$ cat config.mk
export PLATFORM = sky130hd
export DESIGN_NAME = request_unit
export DESIGN_NICKNAME = d
export VERILOG_FILES = /design/src/rtl/request_unit.sv
export SDC_FILE = /design/constraint.sdc
export NUM_CORES = 1
export LEC_CHECK = 0
export ABC_AREA = 1
export CORE_AREA = 2 2 39 41
export CTS_CLUSTER_SIZE = 10
export DETAILED_ROUTE_END_ITERATION = 6
export DIE_AREA = 0 0 41 43
export GPL_ROUTABILITY_DRIVEN = 1
export PLACE_DENSITY_LB_ADDON = 0.1
export SYNTH_ARGS = -nofsm -noshare
export SYNTH_HDL_FRONTEND = slang
export SYNTH_SLANG_ARGS = --single-unit
$ cat constraint.sdc
create_clock -name CLK -period 1.5 [get_ports CLK]
set_input_delay 0.15 -clock CLK [delete_from_list [all_inputs] [get_ports CLK]]
set_output_delay 0.15 -clock CLK [all_outputs]
set_load 0.02 [all_outputs]
$ cat src/rtl/request_unit.sv
// Memory request sequencer: turns decoded load/store/halt intent into I/D memory enables and pc_en.
// Optional REQ_STALL_STATS_EN adds saturating instruction/data stall counters.
module request_unit #(
    parameter int STALL_CNT_W = 16
) (
    input  logic                   CLK,
    input  logic                   RST,
    input  logic                   ihit,
    input  logic                   dhit,
    input  logic                   cu_dREN,
    input  logic                   cu_dWEN,
    input  logic                   halt,
    output logic                   imemREN,
    output logic                   dmemREN,
    output logic                   dmemWEN,
    output logic                   pc_en,
    output logic                   halted
`ifdef REQ_STALL_STATS_EN
    ,
    output logic [STALL_CNT_W-1:0] istall_cnt,
    output logic [STALL_CNT_W-1:0] dstall_cnt
`endif
);

    typedef enum logic [1:0] {
        FETCH  = 2'd0,
        DATA   = 2'd1,
        HALTED = 2'd2
    } state_t;

    state_t state_q;
    logic   dren_q;
    logic   dwen_q;

    logic   mem_op;
    assign mem_op = cu_dREN | cu_dWEN;

    always_ff @(posedge CLK) begin
        if (RST) begin
            state_q <= FETCH;
            dren_q  <= 1'b0;
            dwen_q  <= 1'b0;
        end else begin
            case (state_q)
                FETCH: begin
                    if (ihit) begin
                        if (halt) begin
                            state_q <= HALTED;
                        end else if (mem_op) begin
                            // A store wins when the decoder flags both.
                            state_q <= DATA;
                            dwen_q  <= cu_dWEN;
                            dren_q  <= cu_dREN & ~cu_dWEN;
                        end
                    end
                end
                DATA: begin
                    if (dhit) begin
                        state_q <= FETCH;
                        dren_q  <= 1'b0;
                        dwen_q  <= 1'b0;
                    end
                end
                default: state_q <= HALTED;
            endcase
        end
    end

    assign imemREN = (state_q == FETCH) || (state_q == DATA);
    assign dmemREN = (state_q == DATA) && dren_q;
    assign dmemWEN = (state_q == DATA) && dwen_q;
    assign halted  = (state_q == HALTED);

    // Same-cycle retire on ihit for non-memory instructions, on dhit for loads/stores.
    assign pc_en = !RST &&
                   (((state_q == FETCH) && ihit && !halt && !mem_op) ||
                    ((state_q == DATA) && dhit));

`ifdef REQ_STALL_STATS_EN
    logic [STALL_CNT_W-1:0] istall_q, istall_d;
    logic [STALL_CNT_W-1:0] dstall_q, dstall_d;

    function automatic logic [STALL_CNT_W-1:0] sat_inc(input logic [STALL_CNT_W-1:0] v);
        return (&v) ? v : v + 1'b1;
    endfunction

    always_comb begin
        istall_d = istall_q;
        dstall_d = dstall_q;
        if ((state_q == FETCH) && !ihit) istall_d = sat_inc(istall_q);
        if ((state_q == DATA) && !dhit)  dstall_d = sat_inc(dstall_q);
    end

    always_ff @(posedge CLK) begin
        if (RST) begin
            istall_q <= '0;
            dstall_q <= '0;
        end else begin
            istall_q <= istall_d;
            dstall_q <= dstall_d;
        end
    end

    assign istall_cnt = istall_q;
    assign dstall_cnt = dstall_q;
`else
    generate
        if (STALL_CNT_W > 0) begin : g_stats_absent
        end
    endgenerate
`endif

endmodule
Word-level counts from Yosys, hierarchy flattened
Index checks and enable logic that the tools add are counted.
- bits in registers: 4
- bits of input ports: 7
- equal/unequal tests: 7
- mux-type cells: 14
- bitwise operators: 3
- reduce and logical (&&, ||, !) cells: 16
- operators by type and width (kind ; number):
    2-bit two-way mux ; 4
    2-bit != test, second input constant ; 4
    1-bit logical AND ; 7
    1-bit two-way mux ; 7
    5-bit AND reduction ; 1
    1-bit one-hot mux with 2 select lines ; 2
    2-bit one-hot mux with 2 select lines ; 1
    1-bit zero test ; 3
    3-bit != test, second input constant ; 1
    3-bit AND reduction ; 1
    2-bit by 1-bit == test with 1-bit output, second input constant ; 1
    2-bit == test, second input constant ; 1
    2-bit zero test ; 1
    1-bit logical OR ; 2
    2-bit nonzero test ; 1
    1-bit AND ; 1
    1-bit NOT ; 1
    1-bit bitwise OR ; 1

Depth between registers and ports, before layout
- depth after elaboration: 6
- mapped depth: 8

Least setup slack after synthesis
OpenSTA, ideal clock, no wires.
- path type: register to output
- start: register state_q[1]
- end: output pc_en
- data arrival time: 0.996 ns
- required time: 1.350 ns
- setup slack: 0.354 ns
- cell stages (with the launch flop): 6
- cells stage by stage: dfxtp_1 inv_2 nand2_2 nor2_1 nor2_1 nor2_1
- word-level cells in the longest chain between the ends: 6
- RTL lines (what ; line ; RTL):
    start: declaration ; 31 ; state_t state_q;
    start signal: assignment ; 40 ; state_q <= FETCH;
    start signal: assignment ; 48 ; state_q <= HALTED;
    start signal: assignment ; 51 ; state_q <= DATA;
    2-bit zero test ; 76 ; (((state_q == FETCH) && ihit && !halt && !mem_op) ||
    1-bit logical AND (3 in a row) ; 76 ;
    1-bit logical OR (*) ; 76 ;
    1-bit logical AND (*) ; 75 ; assign pc_en = !RST &&
    end: declaration ; 16 ; output logic pc_en,
Every way passes the cells marked *; elsewhere a longest branch is shown, timed or not.

Final worst setup path
- start: register state_q[1]
- end: output halted
- word-level cells in the longest chain between the ends: 1
- RTL lines (what ; line ; RTL):
    2-bit == test ; 72 ; assign halted = (state_q == HALTED);
    end: declaration ; 17 ; output logic halted
No other way between the ends.

==> results.md <==
- Outcome: completed
- Crit path launch type: flip-flop
- Sequential fraction of the synthesis area: 25.91%
- Crit Path Class: reg2out
- Row count: 14
- Starting Density: 22.33%
- Fillers: 155
- Worst vdd ir: 0.5300 mV
- N_diodes: 0
- Clock transition at path regs: 30 ps
- CTS Hold Bufs: 0
- H-tree level count: 1
- # clock sinks: 4
- CTS tree: done
- Worst path slowest cell: dfxtp_1
- DR vias: 346
- Vias/cell: 4.023
- Vias in the first global route: 305
- Initial antenna violation count: 0
- Worst Setup End Kind: output pin
- GRT overflow: 0
- GP Congestion: 0.7855
- Arr. time, crit path: 1250 ps
- Synth Register Bits: 4
- Die area: 1763 um^2
- Crit-path max cell delay: 390 ps
- CTS Buf Count: 3
- Final hold viol count: 0
- Slew HR: 85.07%
- Post-place setup slack: -382.2 ps
- Final total power: 0.4374 mW
- Synth Instances: 47
- # setup viols final: 0
- Wirelength per Cell: 8.209 um
- Core area: 1384 um^2
- Worst min-delay path class: in2reg
- Placed standard-cell area: 499.2 um^2
- Synth cell types: 13
- Worst Max-Slew Pin Slew: 223.6 ps
- Largest net degree at the start of global routing: 6
- Synthesized area: 309.0 um^2
- Clock Tree Buf Depth: 2
- Final min period: 1399 ps
- Max-cap viol count: 0
- Fin crit share: 93.27%
- Inst Count DP: 82
- Worst setup margin: 100.9 ps
- Fin Hold WS: 264.4 ps
- Final core utilization: 38.34%
- Worst Path Max Fanout: 4
- Clk Latency, worst-skew pair: 230 ps
- I/O Pins: 12
- Crit-path cells: inv_2 > buf_4 > nor2_1 > dlygate4sd2_1
- Antenna-violating nets left: 0
- Final wirelength: 706 um
- Final std cells w/o fill: 86
- Detailed Place HPWL: 599.6 um
- Avg Inst Size Synth: 6.575 um^2
- Area grow syn2layout: 71.66%
- Die Wd: 41 um
- Share of cells above drive strength 1: 31.43%
- # DRC: 0
- Power per cell area: 824.5 nW/um^2
- First-pass GRT wire length: 1.193 mm
- Max Clk Rate: 0.7147 GHz
- Post-route cell area: 530.5 um^2
- IO buf count: 11
- Total track usage: 10.34%
- CP required: 1350 ps
- Fin. max-slew vios: 0
- Setup_tns: 0 ps
- Syn nets: 54
- Iter 0 DRT Violations: 4
- Yosys warns: 0
- Lkg Pwr: 0.2916 nW
- First-pass detailed-route iteration total: 4
- RSZ-0062 raised after global routing: false
- Root Driver: clkbuf_4
- Nets: 79
- Clock skew: 2.914 ps
- Die Ht: 43 um
cells in the mapped netlist (all sizes together):
library cell | number | area, um^2
bufinv | 3 | 52.55
inv | 7 | 26.28
nand4 | 1 | 6.260
a21oi | 3 | 15.01
nor3 | 1 | 5.000
dfxtp | 4 | 80.08
o21ai | 1 | 5.000
nand3 | 4 | 20.02
nor2 | 13 | 48.80
nand2 | 10 | 50.05
layer usage:
metal | share of wire (%) | GRT usage, %
met1 | 45 | 11.90
met2 | 52 | 15.94
met3 | 3.4 | 4.712
met4 | 0 | 4.000
met5 | 0 | 0
flip-flops by register name, indices dropped and copies added (netlist names):
| name | flops |
|---|---|
| dren_q | 1 |
| dwen_q | 1 |
| state_q | 2 |
critical path, delay by kind of cell, from the launching register on:
kind / cells / cell delay, ps
buffers and inverters: 3 / 540
DFF: 1 / 390
and+or+nand+nor: 1 / 80
power breakdown:
| group | total, mW | switching (mW) | internal, mW | leakage, nW |
|---|---|---|---|---|
| registers | 0.130 | 0.00949 | 0.120 | 0.0330 |
| logic | 0.180 | 0.0813 | 0.0984 | 0.245 |
| clock network | 0.128 | 0.0387 | 0.0891 | 0.0138 |
cell families (layout without fill, tap and decap cells):
family	Yosys count	after routing	share of synthesized area, %
buffers and inverters	10	33	25.51
and+or+nand+nor	29	29	42.11
AOI/OAI and AO/OA	4	4	6.475
DFF	4	4	25.91
final cells by class:
class / count / area [um^2] / area share (%)
inverters: 10 / 78.83 / 14.86
multi-input cells: 33 / 152.6 / 28.77
well taps: 16 / 20.02 / 3.774
clock buffers: 3 / 22.52 / 4.245
repair buffers: 20 / 176.4 / 33.25
flip-flops and latches: 4 / 80.08 / 15.09
repair_timing:
item / in CTS / in global routing
setup endpoints to repair: 4 / 2
setup buffers: 0 / 1
pin swaps: 0 / 2
hold endpoints to repair: 0 / 0
resized for setup: 8 / 3
cell usage in the layout (no fill, tap or decap):
cell / synthesis / layout
nor2_1: 13 / 12
buf_4: 0 / 10
nand2_1: 7 / 7
inv_1: 5 / 5
clkdlybuf4s50_1: 0 / 5
nand3_1: 4 / 4
dfxtp_1: 4 / 4
bufinv_8: 3 / 3
a21oi_1: 3 / 3
clkbuf_4: 0 / 3
dlygate4sd2_1: 0 / 3
inv_2: 2 / 2
nand2_2: 2 / 2
dlymetal6s2s_1: 0 / 2
nor2_2: 0 / 1
nand4_1: 1 / 1
o21ai_1: 1 / 1
nand2_4: 1 / 1
nor3_1: 1 / 1
final timing paths:
path / start / end / slack (ps) / depth (start not counted)
setup / recovery: state_q[1] / halted / 100 / 4
hold / removal: halt / state_q[1] / 260 / 3
setup reg to reg: state_q[1] / dren_q / 310 / 9
hold reg to reg: dwen_q / dwen_q / 500 / 2
No activity file was read; power rests on OpenSTA's default activity.
